--- src/rtl/pc_pkg.sv ---
// rtl/pc_pkg.sv - shared op encodings and sizing helpers for the program counter unit
//
// Purpose:
//   Common definitions imported by pc_ret_stack and pc_stack_unit.
//   - OP_W and the OP_* localparams give the op encodings.
//     Values 6 and 7 are not listed here; the top decodes them as HOLD.
//   - depth_w() returns the width of a counter that can hold 0..DEPTH inclusive.
// Ports: none (package).

package pc_pkg;

  localparam int OP_W = 3;

  localparam logic [OP_W-1:0] OP_HOLD = 3'd0;
  localparam logic [OP_W-1:0] OP_INC  = 3'd1;
  localparam logic [OP_W-1:0] OP_LD   = 3'd2;
  localparam logic [OP_W-1:0] OP_BR   = 3'd3;
  localparam logic [OP_W-1:0] OP_CALL = 3'd4;
  localparam logic [OP_W-1:0] OP_RET  = 3'd5;

  // The counter must represent DEPTH itself (the full state), so it needs
  // one bit more than a pointer into a DEPTH-entry buffer.
  function automatic int depth_w(input int d);
    return $clog2(d) + 1;
  endfunction

endpackage

--- src/rtl/pc_ret_stack.sv ---
// rtl/pc_ret_stack.sv - circular return-address LIFO with separate depth count
//
// Purpose:
//   Return-address stack used by pc_stack_unit for CALL/RET and interrupts.
//   The storage is a circular buffer with a top pointer. A push while full
//   overwrites the oldest entry, because the pointer simply wraps. The depth
//   counter saturates at DEPTH.
// Ports:
//   clk      in   rising-edge clock
//   rst      in   asynchronous active-low reset (clears pointer, depth, contents)
//   i_push   in   push i_din (takes precedence over i_pop)
//   i_pop    in   pop the top entry (ignored when empty)
//   i_din    in   W-bit value to push
//   o_top    out  W-bit entry at the top pointer
//   o_depth  out  number of valid entries (0..DEPTH)
//   o_full   out  o_depth == DEPTH
//   o_empty  out  o_depth == 0

module pc_ret_stack
  import pc_pkg::*;
#(
  parameter int W     = 16,
  parameter int DEPTH = 4
) (
  input  logic                      clk,
  input  logic                      rst,
  input  logic                      i_push,
  input  logic                      i_pop,
  input  logic [W-1:0]              i_din,
  output logic [W-1:0]              o_top,
  output logic [depth_w(DEPTH)-1:0] o_depth,
  output logic                      o_full,
  output logic                      o_empty
);

  localparam int DW = depth_w(DEPTH);
  localparam int PW = $clog2(DEPTH);

  logic [W-1:0]  r_mem [DEPTH];
  logic [PW-1:0] r_ptr;
  logic [DW-1:0] r_depth;
  logic [PW-1:0] w_ptr_inc;
  logic [PW-1:0] w_ptr_dec;

  // DEPTH is a power of two, so plain pointer arithmetic wraps modulo DEPTH.
  assign w_ptr_inc = r_ptr + PW'(1);
  assign w_ptr_dec = r_ptr - PW'(1);

  assign o_top   = r_mem[r_ptr];
  assign o_depth = r_depth;
  assign o_full  = (r_depth == DW'(DEPTH));
  assign o_empty = (r_depth == '0);

  always_ff @(posedge clk or negedge rst) begin
    if (!rst) begin
      r_ptr   <= '0;
      r_depth <= '0;
      for (int i = 0; i < DEPTH; i++) begin
        r_mem[i] <= '0;
      end
    end else if (i_push) begin
      // When full, the slot past the top is the oldest entry; overwriting it
      // is exactly the discard-oldest behaviour.
      r_ptr            <= w_ptr_inc;
      r_mem[w_ptr_inc] <= i_din;
      if (!o_full) begin
        r_depth <= r_depth + DW'(1);
      end
    end else if (i_pop && !o_empty) begin
      r_ptr   <= w_ptr_dec;
      r_depth <= r_depth - DW'(1);
    end
  end

endmodule

--- src/rtl/pc_stack_unit.sv ---
// rtl/pc_stack_unit.sv - program counter with branches, call/return stack and optional interrupt
//
// Purpose:
//   Holds the fetch program counter Q. One op per enabled cycle selects one update:
//     HOLD  - no change
//     INC   - step Q
//     LD    - load an absolute target
//     BR    - add a signed offset
//     CALL  - push the return address, then jump
//     RET   - pop the return address into Q
//   Ops 6 and 7 are treated as HOLD. Stack overflow and underflow set a
//   sticky err flag.
//   Optional feature macro: PC_IRQ_EN. When it is defined, the irq/irq_ack
//   ports exist and an interrupt pre-empts the op.
// Ports:
//   clk      in   rising-edge clock
//   rst      in   asynchronous active-low reset
//   en       in   advance enable; 0 holds Q, stack and err
//   op       in   OP_W-bit operation select
//   D        in   W-bit target (LD/CALL) or signed offset (BR)
//   Q        out  current program counter
//   depth    out  valid return-stack entries
//   full     out  depth == DEPTH
//   empty    out  depth == 0
//   err      out  sticky overflow/underflow flag
//   err_clr  in   clears err; acts even when en is low
//   irq      in   level interrupt request (PC_IRQ_EN only)
//   irq_ack  out  one-cycle pulse when the interrupt is taken (PC_IRQ_EN only)

module pc_stack_unit
  import pc_pkg::*;
#(
  parameter int             W         = 16,
  parameter int             STEP      = 2,
  parameter int             DEPTH     = 4,
  parameter logic [W-1:0]   RESET_VEC = '0,
  parameter logic [W-1:0]   IRQ_VEC   = W'(8)
) (
  input  logic                      clk,
  input  logic                      rst,
  input  logic                      en,
  input  logic [OP_W-1:0]           op,
  input  logic [W-1:0]              D,
  output logic [W-1:0]              Q,
  output logic [depth_w(DEPTH)-1:0] depth,
  output logic                      full,
  output logic                      empty,
  output logic                      err,
  input  logic                      err_clr
`ifdef PC_IRQ_EN
  ,
  input  logic                      irq,
  output logic                      irq_ack
`endif
);

  localparam int DW = depth_w(DEPTH);

  logic [W-1:0]  r_q;
  logic          r_err;
  logic [W-1:0]  w_q_nxt;
  logic [W-1:0]  w_q_inc;
  logic [W-1:0]  w_push_data;
  logic [W-1:0]  w_top;
  logic          w_push;
  logic          w_pop;
  logic          w_err_set;
  logic          w_full;
  logic          w_empty;
  logic          w_irq_take;
  logic [DW-1:0] w_depth;

  assign w_q_inc = r_q + W'(STEP);

`ifdef PC_IRQ_EN
  logic r_irq_armed;
  logic r_irq_ack;

  // The arm flop makes a level irq act like an edge. Once taken, the
  // interrupt stays blocked until irq has been seen low.
  assign w_irq_take = en & irq & r_irq_armed;
  assign irq_ack    = r_irq_ack;

  always_ff @(posedge clk or negedge rst) begin
    if (!rst) begin
      r_irq_armed <= 1'b1;
      r_irq_ack   <= 1'b0;
    end else begin
      r_irq_ack <= w_irq_take;
      if (w_irq_take) begin
        r_irq_armed <= 1'b0;
      end else if (!irq) begin
        r_irq_armed <= 1'b1;
      end
    end
  end
`else
  assign w_irq_take = 1'b0;
`endif

  // Next-PC and stack-control mux.
  always_comb begin
    w_q_nxt     = r_q;
    w_push      = 1'b0;
    w_pop       = 1'b0;
    w_push_data = w_q_inc;
    w_err_set   = 1'b0;
    if (w_irq_take) begin
      // The discarded instruction at Q becomes the return address.
      w_push      = 1'b1;
      w_push_data = r_q;
      w_q_nxt     = IRQ_VEC;
      w_err_set   = w_full;
    end else if (en) begin
      case (op)
        OP_INC:  w_q_nxt = w_q_inc;
        OP_LD:   w_q_nxt = D;
        OP_BR:   w_q_nxt = r_q + D;
        OP_CALL: begin
          w_push    = 1'b1;
          w_q_nxt   = D;
          w_err_set = w_full;
        end
        OP_RET: begin
          if (w_empty) begin
            // Underflow falls through to the next instruction.
            w_q_nxt   = w_q_inc;
            w_err_set = 1'b1;
          end else begin
            w_pop   = 1'b1;
            w_q_nxt = w_top;
          end
        end
        default: w_q_nxt = r_q;
      endcase
    end
  end

  always_ff @(posedge clk or negedge rst) begin
    if (!rst) begin
      r_q   <= RESET_VEC;
      r_err <= 1'b0;
    end else begin
      r_q <= w_q_nxt;
      // A new error in the same cycle as err_clr leaves err set.
      if (w_err_set) begin
        r_err <= 1'b1;
      end else if (err_clr) begin
        r_err <= 1'b0;
      end
    end
  end

  pc_ret_stack #(
    .W     (W),
    .DEPTH (DEPTH)
  ) u_ret_stack (
    .clk     (clk),
    .rst     (rst),
    .i_push  (w_push),
    .i_pop   (w_pop),
    .i_din   (w_push_data),
    .o_top   (w_top),
    .o_depth (w_depth),
    .o_full  (w_full),
    .o_empty (w_empty)
  );

  assign Q     = r_q;
  assign err   = r_err;
  assign depth = w_depth;
  assign full  = w_full;
  assign empty = w_empty;

endmodule

--- config.mk ---
export PLATFORM = sky130hd
export DESIGN_NAME = pc_stack_unit
export DESIGN_NICKNAME = d
export VERILOG_FILES = /design/src/rtl/pc_pkg.sv /design/src/rtl/pc_ret_stack.sv /design/src/rtl/pc_stack_unit.sv
export SDC_FILE = /design/constraint.sdc
export NUM_CORES = 1
export LEC_CHECK = 0
export BUFFER_PORTS_ARGS = -buffer_cell sky130_fd_sc_hd__buf_2
export CAP_MARGIN = 20
export CORE_MARGIN = 10
export CORE_UTILIZATION = 55
export DETAILED_ROUTE_END_ITERATION = 10
export GPL_TIMING_DRIVEN = 0
export PLACE_DENSITY = 0.75
export SKIP_LAST_GASP = 1
export SYNTH_ARGS = -nofsm -noshare
export SYNTH_HDL_FRONTEND = slang
export SYNTH_SLANG_ARGS = --single-unit
--- constraint.sdc ---
create_clock -name clk -period 5.64 [get_ports clk]
set_input_delay 0.846 -clock clk [delete_from_list [all_inputs] [get_ports clk]]
set_output_delay 0.846 -clock clk [all_outputs]
set_load 0.01 [all_outputs]
After elaboration in Yosys (flattened, before gate mapping)
Index checks and enable logic that the tools add are counted.
Widths: inputs -> output; s select.

word-level totals
  output and inout port bits = 22
  register bits after elaboration = 86
  bits of input ports = 23

cells by class
  bitwise gates (word level) = 2
  $lt $le $gt $ge = 3
  reduce and logical (&&, ||, !) cells = 10
  add/sub/neg operators = 6
  multiplexer cells = 23
  eq/ne operators = 7

operators with widths
  operator               number
  $bwmux 64              1
  $mux 16                4
  $pmux 16 s4            1
  $bmux 16 s2            1
  $demux 16 s2           1
  $add 16x16->16         1
  $add 16x2->16 const B  1
  $eq 3x3->1 const B     3
  $mux 1                 9
  $mux 3                 3
  $eq 3x2->1 const B     2
  $ge 3x3->1 const B     2
  $not 2->3              2
  $mux 2                 2
  $reduce_and 2->1       2
  $reduce_bool 2->1      2
  $reduce_bool 4->1      1
  $add 3x1->3 const B    1
  $eq 3x1->1 const B     1
  $logic_not 3->1        1
  $lt 3x1->1 const B     1
  $sub 3x1->3 const B    1
  $add 2x1->2 const B    1
  $logic_and 1x1->1      2
  other kinds (5)        5

Depth between registers and ports, before layout
Gate-level depths: netlist of run 1.

  depth in word-level cells = 7
  depth in mapped cells = 10
  gate-level depth less buffers = 10

Modules after synthesis
Synthesis of run 1 repeated with hierarchy kept, for this count alone.

second synthesis, totals
  cells, all modules = 513
  area, all modules = 5,524.0 um^2

by module, submodules not included
  module         area an instance (um^2)  sequential area each (um^2)  cells an instance  instances
  pc_ret_stack   3,131.8                  1,726.7                      198                1
  pc_stack_unit  2,392.3                  425.4                        315                1

Worst setup path after synthesis of run 1
No wires, ideal clock.

  kind = input-to-reg
  from = input D[0]
  to = register r_q[10], in the netlist Q[10]
  path buffers = 0
  slack = 2.791 ns
  arrival time = 2.755 ns
  cell stages on the path = 10
  cells stage by stage = ha_1 inv_1 fa_1 nand2b_1 a21oi_4 a31oi_4 or3_1 a21oi_2 nor2_1 a221oi_2

between the ends
  cells in the longest elaborated chain, start to end = 2

RTL lines
  item                  RTL line              RTL
  start, declared       pc_stack_unit.sv:43   input logic [W-1:0] D,
  $add 16x16->16        pc_stack_unit.sv:118  OP_BR: w_q_nxt = r_q + D;
  $pmux 16 s4           pc_stack_unit.sv:115  case (op)
  end signal, assigned  pc_stack_unit.sv:144  r_q <= w_q_nxt;
  end, declared         pc_stack_unit.sv:59   logic [W-1:0] r_q;

Every way passes these cells.
A chain may end at the register's enable or synchronous reset.

Worst setup path after layout of run 1
  from = register r_q[1], in the netlist Q[1]
  to = register r_q[10], in the netlist Q[10]

between the ends
  cells in the longest elaborated chain, start to end = 3
  elaborated cells between the ends (all ways) = 4

RTL lines
  item             RTL line              RTL
  $add 16x2->16    pc_stack_unit.sv:73   assign w_q_inc = r_q + W'(STEP);
  $mux 16          pc_stack_unit.sv:125  if (w_empty) begin
  $pmux 16 s4 (*)  pc_stack_unit.sv:115

Every way passes the cells marked *; elsewhere a longest branch is shown, timed or not.

==> key figures, run 1 <==
Pwr
  – Flop pwr share: 0.393
  – Logic pwr share: 0.450
  – Lkg Pwr: 2.463 nW
  – Clock power share: 0.157
  – Switching Fraction: 0.4186
  – Maximum vdd drop: 148.9 uV
  – Pwr/cell area: 474.2 nW/um^2
  – Cell internal pwr: 1.561 mW
  – P_sw: 1.124 mW

Die
  – Core box area: 9109 um^2
  – Chip height: 116.1 um
  – Cell Rows: 35
  – Initial Util: 0.5578
  – Io pins: 45
  – Die width: 116.1 um
  – Total die area: 13480 um^2

GRT
  – GRT Util Overall: 0.2206
  – First-pass GRT wire length: 23.12 mm
  – Initial antenna violation count: 0
  – Largest net degree at the start of global routing: 70
  – Vias in the first global route: 4440
  – GRT overflow: 0

STA
  – RSZ-0062 raised after global routing: no
  – Setup TNS: 0 ns
  – Pins Over Slew Limit: 0
  – Fmax: 0.3307 GHz
  – Skew final: 0.01133 ns
  – Endpoints failing setup: 0
  – Fin crit share: 0.5361
  – Worst-Margin Slew: 0.6247 ns
  – Relative slew slack: 0.5806
  – Final hold vios: 0
  – Final Critical Period: 3.024 ns

Logic synthesis
  – Syn_nets: 559
  – Synth warnings: 0
  – Avg Inst Size Synth: 9.885 um^2
  – Synthesized cell area: 5081 um^2
  – Top FF cell, synth: dfrtp_1
  – Async set-reset flop share out of synthesis: 1.000
  – Synthesis-stage register bit count: 86
  – Seq/Total Area, Yosys: 0.4235
  – Syn Inst Count: 514
  – Synth cell types: 64
  – EDFF count, synth: 0

Layout
  – Area of the multi-input gates: 2728 um^2
  – Most common cell after layout, fill and taps aside: dfrtp_1
  – Finished Core Util: 0.6216
  – Area grow syn2layout: 11.43%
  – Ant diodes: 0
  – Share of layout cells above drive strength 1: 0.2035
  – Layout Nets: 615
  – Seq. cell area: 2152 um^2
  – Commonest cells after routing, fill and taps aside: 86 x dfrtp_1, 80 x o21ai_0, 78 x nand2_1
  – Fill cells: 765
  – Cell Count, Final, Fillers Out: 686

Detailed routing
  – WL per Instance: 20.63 um
  – Detailed Route Iter0 Violations: 488
  – Remaining antenna violation count: 0
  – Vias per cell: 6.378
  – Drt drc: 0
  – Routed WL: 14.15 mm
  – Pre-Repair DR Iteration Count: 5
  – DR vias: 4375

Clock tree
  – Hold_buf cts: 0
  – Clock Path Buffers: 2
  – CTS tree: yes
  – Sink Count: 86
  – Clock-pin transition on the worst setup and hold timing paths: 0.10 ns
  – Number of gates resized after CTS: 0
  – Number of H-tree levels: 3
  – Clk root buf: clkbuf_8
  – Clk_lat worst skew: 0.36 ns
  – Post-CTS Setup Bufs: 0
  – Cts bufs inserted: 9

Worst setup path
  – Reg2Reg Launch Point: Q[1]$_DFFE_PN0P_
  – CP Capture Type: flop
  – Buf/Inv on CP: 2
  – CP Launch Point: Q[1]$_DFFE_PN0P_
  – Slowest CP cell: clkbuf_1
  – CP Max Fanout: 10
  – Startpoint types: flop
  – Arrival time worst endpoint: 3.30 ns
  – Crit path kind: reg -> reg
  – CP peak stage delay: 0.46 ns
  – Cell family with most CP delay: compound AO/OA/AOI/OAI gates
  – Req. time, crit path: 5.91 ns
  – CP Cell Sequence: clkbuf_1 -> inv_1 -> fa_1 -> nand2b_1 -> a21oi_4 -> a31oi_4 -> or3_1 -> a21oi_2 -> nor2_1 -> a221oi_2

Placed design
  – DP HPWL: 10.44 mm
  – Cell Count Post-Placement: 670
  – Gp weighted congestion: 0.9393
  – Port bufs: 44

Hold path
  – Min-delay worst type: in -> async

Status
  – Outcome: finished clean

Flow run
  – Max-cap violations: 0
==> worst reg2reg max path, cell delays in order, from the launching register on <==
cell	delay (ns)
dfrtp_1	0.41
clkbuf_1	0.46
inv_1	0.14
fa_1	0.44
nand2b_1	0.20
a21oi_4	0.22
a31oi_4	0.14
or3_1	0.39
a21oi_2	0.17
nor2_1	0.08
a221oi_2	0.28
==> flip-flops by register name, summed over array words and instances, names as in the netlist <==
signal               count
u_ret_stack.r_mem       64
err                      1
u_ret_stack.o_depth      3
u_ret_stack.r_ptr        2
Q                       16
==> path summary, 6_finish.rpt <==
| kind | end | slack (ns) | cells past startpoint |
|---|---|---|---|
| max | Q[10]$_DFFE_PN0P_ | 2.62 | 10 |
| min | u_ret_stack.r_ptr[1]$_DFFE_PN0P_ | 0.35 | 1 |
| max reg2reg | Q[10]$_DFFE_PN0P_ | 2.62 | 10 |
| min reg2reg | u_ret_stack.r_mem[41]$_DFFE_PN0P_ | 0.49 | 2 |
| max in group asynchronous | u_ret_stack.r_mem[39]$_DFFE_PN0P_ | 4.68 | 2 |
| min in group clk | u_ret_stack.r_mem[41]$_DFFE_PN0P_ | 0.49 | 2 |
==> cells by family after synthesis <==
family,after synthesis,share of synthesized area
xor gates and xnor gates,28,0.04826
buffers and inverters,45,0.03964
muxes,24,0.08865
DFF,86,0.4235
AOI/OAI and AO/OA,170,0.2118
and+or+nand+nor,139,0.1310
adders and majority gates,22,0.05713
==> final cells by class <==
type	instances	area share
buffer	30	0.02564
clock buffer	9	0.02188
clock inverter	7	0.01193
inverter	15	0.009945
multi-input combinational	383	0.4818
sequential	86	0.3801
tap	111	0.02453
timing repair buffer	45	0.04420
==> power by group through the flow <==
stage               Sequential [mW]  Combinational, mW  Clock [mW]
CTS                            1.05               1.19       0.429
detailed placement             1.06               1.19           0
finish                         1.06               1.21       0.423
global route                   1.09               1.33       0.456
floorplan                      1.02              0.851           0
global placement               1.04               1.14           0
==> Yosys cell counts, types with 2 or more instances <==
library cell | n | area share
a211oi_1 | 5 | 0.0074
nand2_1 | 78 | 0.058
xnor2_1 | 15 | 0.026
o221ai_1 | 4 | 0.0069
or3_1 | 2 | 0.0025
nand4_1 | 5 | 0.0062
nor3_1 | 7 | 0.0069
a31oi_1 | 3 | 0.0037
o22ai_1 | 4 | 0.0049
and2_1 | 2 | 0.0025
nor4_2 | 2 | 0.0049
nor2_1 | 16 | 0.012
fa_1 | 2 | 0.0079
dfrtp_1 | 86 | 0.42
nand2b_1 | 2 | 0.0025
and3_1 | 2 | 0.0025
inv_1 | 14 | 0.010
a221oi_1 | 11 | 0.019
ha_1 | 20 | 0.049
mux4_2 | 16 | 0.071
o21a_1 | 8 | 0.012
mux2_2 | 8 | 0.018
a222oi_1 | 3 | 0.0059
o21ai_1 | 4 | 0.0039
a21o_1 | 6 | 0.0089
o21ai_0 | 80 | 0.079
o211ai_1 | 3 | 0.0044
buf_4 | 4 | 0.0059
clkbuf_1 | 17 | 0.013
a21oi_1 | 22 | 0.022
nor2_2 | 3 | 0.0037
nand3_1 | 9 | 0.0089
buf_2 | 8 | 0.0079
xor2_1 | 13 | 0.022
==> per-layer routing <==
layer | up-vias | part of all wire | global-route usage
met5 | - | 0 | 0
met4 | 0 | 0.025 | 0.1001
met3 | 33 | 0.078 | 0.03236
met2 | 204 | 0.49 | 0.3659
met1 | 2151 | 0.41 | 0.2800
li1 | 1987 | - | -
==> per-stage QoR <==
stage / total power [mW] / instance area (um^2) / setup slack [ns] / hold slack (ns)
4_1_cts: 2.668 / 5662 / 2.684 / 0.3467
5_1_grt: 2.877 / 5662 / 2.402 / 0.3564
3_3_place_gp: 2.182 / 5440 / 2.528 / 0.4566
3_5_place_dp: 2.245 / 5470 / 2.493 / 0.4666
2_1_floorplan: 1.875 / 5081 / 2.791 / 0.4446
6_report: 2.685 / 5662 / 2.616 / 0.3482
(Power assumes the default switching activity.)
==> run 2, diff against run 1 <==
Settings changed: CORE_UTILIZATION 55 to 54, PLACE_DENSITY 0.75 to 0.76.
Clock period 5.64 ns to 2.7 ns, I/O delays scaled along.
==> run 2 against run 1 <==
Net effect: clock skew rose by 0.0093 ns; first-iteration DRC count rose by 0.20%; clock power rose by 120%; sequential power rose by 110%; worst hold slack got worse by 0.13 ns.
==> key figures, run 2 (synthesized netlist as in run 1, its figures left out) <==
Die
  – Core box area: 9196 um^2
  – Chip height: 117 um
  – Cell Rows: 35
  – Total die area: 13690 um^2
  – Initial Util: 0.5525
  – Io pins: 45
  – Die width: 117 um

Flow run
  – Max-cap violations: 0

Worst setup path
  – R2R depth: 10
  – Arrival time worst endpoint: 2.91 ns
  – Req. time, crit path: 2.97 ns
  – Reg2Reg Launch Point: Q[1]$_DFFE_PN0P_
  – CP Max Fanout: 10
  – Crit path kind: reg -> reg
  – Reg2reg setup slack: 0.07 ns
  – Startpoint types: flop
  – Reg2reg end: Q[10]$_DFFE_PN0P_
  – CP Capture Type: flop
  – CP Launch Point: Q[1]$_DFFE_PN0P_

Pwr
  – Cell internal pwr: 3.332 mW
  – Pwr/cell area: 997.7 nW/um^2
  – Switching Fraction: 0.4188
  – Maximum vdd drop: 360.7 uV
  – Clock power share: 0.160
  – Flop pwr share: 0.382
  – Lkg Pwr: 2.523 nW
  – P_sw: 2.401 mW
  – Logic pwr share: 0.458

Layout
  – Commonest cells after routing, fill and taps aside: 85 x dfrtp_1, 80 x o21ai_0, 78 x nand2_1
  – Most common cell after layout, fill and taps aside: dfrtp_1
  – Layout Nets: 621
  – Max FFs per register: 64
  – Share of layout cells above drive strength 1: 0.2186
  – Area grow syn2layout: 13.08%
  – Finished Core Util: 0.6248
  – Largest Register: u_ret_stack.r_mem
  – Ant diodes: 0
  – Final instance area: 5746 um^2

Detailed routing
  – Pre-Repair DR Iteration Count: 5
  – Vias per cell: 6.415
  – DR vias: 4439
  – Remaining antenna violation count: 0
  – WL per Instance: 20.81 um
  – Detailed Route Iter0 Violations: 489
  – Routed WL: 14.40 mm
  – Drt drc: 0

STA
  – Relative slew slack: 0.5645
  – Final hold vios: 0
  – Pins Over Slew Limit: 0
  – Fmax: 0.3796 GHz
  – Fin crit share: 0.9756
  – Final Critical Period: 2.634 ns
  – Endpoints failing setup: 0
  – Skew final: 0.02062 ns
  – Setup TNS: 0 ns
  – Setup WS post-layout: 0.06599 ns
  – RSZ-0062 raised after global routing: yes
  – Worst-Margin Slew: 0.6532 ns

Hold path
  – Min-delay worst type: in -> reg
  – Min-Delay Path Depth: 2
  – Hold Path End: err$_DFFE_PN0P_
  – HP Start: err_clr

Clock tree
  – Clock-pin transition on the worst setup and hold timing paths: 0.10 ns
  – CTS tree: yes
  – Number of H-tree levels: 3
  – Cts bufs inserted: 9
  – Sink Count: 86
  – Clock Path Buffers: 2
  – Clk root buf: clkbuf_8
  – Clk_lat worst skew: 0.38 ns

GRT
  – Initial antenna violation count: 0
  – First-pass GRT wire length: 23.10 mm
  – GRT Util Overall: 0.2181
  – Vias in the first global route: 4453
  – Largest net degree at the start of global routing: 60
  – GRT overflow: 0

Placed design
  – Gp weighted congestion: 0.8600
  – Port bufs: 44
  – Pre-CTS setup slack: -0.2332 ns
  – DP HPWL: 10.71 mm
  – Dpl cell area: 5470 um^2

Status
  – Outcome: finished clean
==> run 2: cell count changes in the layout (fill, tap and decap cells not counted), sizes merged <==
cell,before,now
buf,58,63
clkinv,1,2
clkinvlp,3,1
dlygate4sd3,0,1
inv,18,19
==> run 2: worst max-delay path, stage by stage, from the launching register on <==
cell and delay (ns):
dfrtp_1 0.42, clkbuf_8 0.20, inv_1 0.06, fa_1 0.43, nand2b_4 0.17, a21oi_4 0.21, a31oi_4 0.15, or3_1 0.39
a21oi_2 0.17, o22ai_1 0.11, a221oi_2 0.23
==> run 2: how the worst max path moves through the flow <==
stage                              endpoint  slack [ns]  depth (start not counted)
final                     Q[10]$_DFFE_PN0P_        0.07                         10
after global routing      Q[10]$_DFFE_PN0P_       -0.06                         10
after CTS                 Q[10]$_DFFE_PN0P_        0.01                         10
after detailed placement  Q[10]$_DFFE_PN0P_       -0.23                         10
after global placement    Q[10]$_DFFE_PN0P_       -0.21                         10
after floorplan           Q[10]$_DFFE_PN0P_        0.09                         10
==> run 2: cell type report <==
type,instances,area [um^2]
flip-flops and latches,86,2153
multi-input cells,383,2748
clock buffers,9,123.9
repair buffers,51,297.8
plain buffers,30,155.1
clock inverters,7,72.57
inverters,15,56.30
fillers,760,3451
well taps,111,138.9
==> run 2: repair_timing <==
item,4_1_cts,5_1_grt
resized for setup,4,3
pin swaps,0,1
setup buffers,1,4
hold buffers,1,0
setup endpoints to repair,2,3
hold endpoints to repair,27,0
==> run 2: power by group through the flow <==
stage	registers (mW)	logic [mW]	clock network, mW
2_1_floorplan	2.14	1.78	0
3_3_place_gp	2.16	2.41	0
3_5_place_dp	2.21	2.50	0
4_1_cts	2.18	2.54	0.917
5_1_grt	2.25	2.88	0.971
6_report	2.19	2.62	0.916
==> run 2: layer usage <==
metal,GRT usage,part of all wire,vias to the layer above
li1,-,-,2009
met1,0.2682,0.41,2208
met2,0.3720,0.49,182
met3,0.03721,0.072,40
met4,0.08896,0.032,0
met5,0,0,-
==> run 2: stage by stage <==
step                      cells  total power [mW]  hold WS [ns]
after floorplan             514             3.916        0.1094
after global placement      669             4.565        0.4567
after detailed placement    670             4.702        0.3693
after CTS                   688             5.634        0.2140
after global routing        692             6.106        0.2334
final                       692             5.732        0.2210
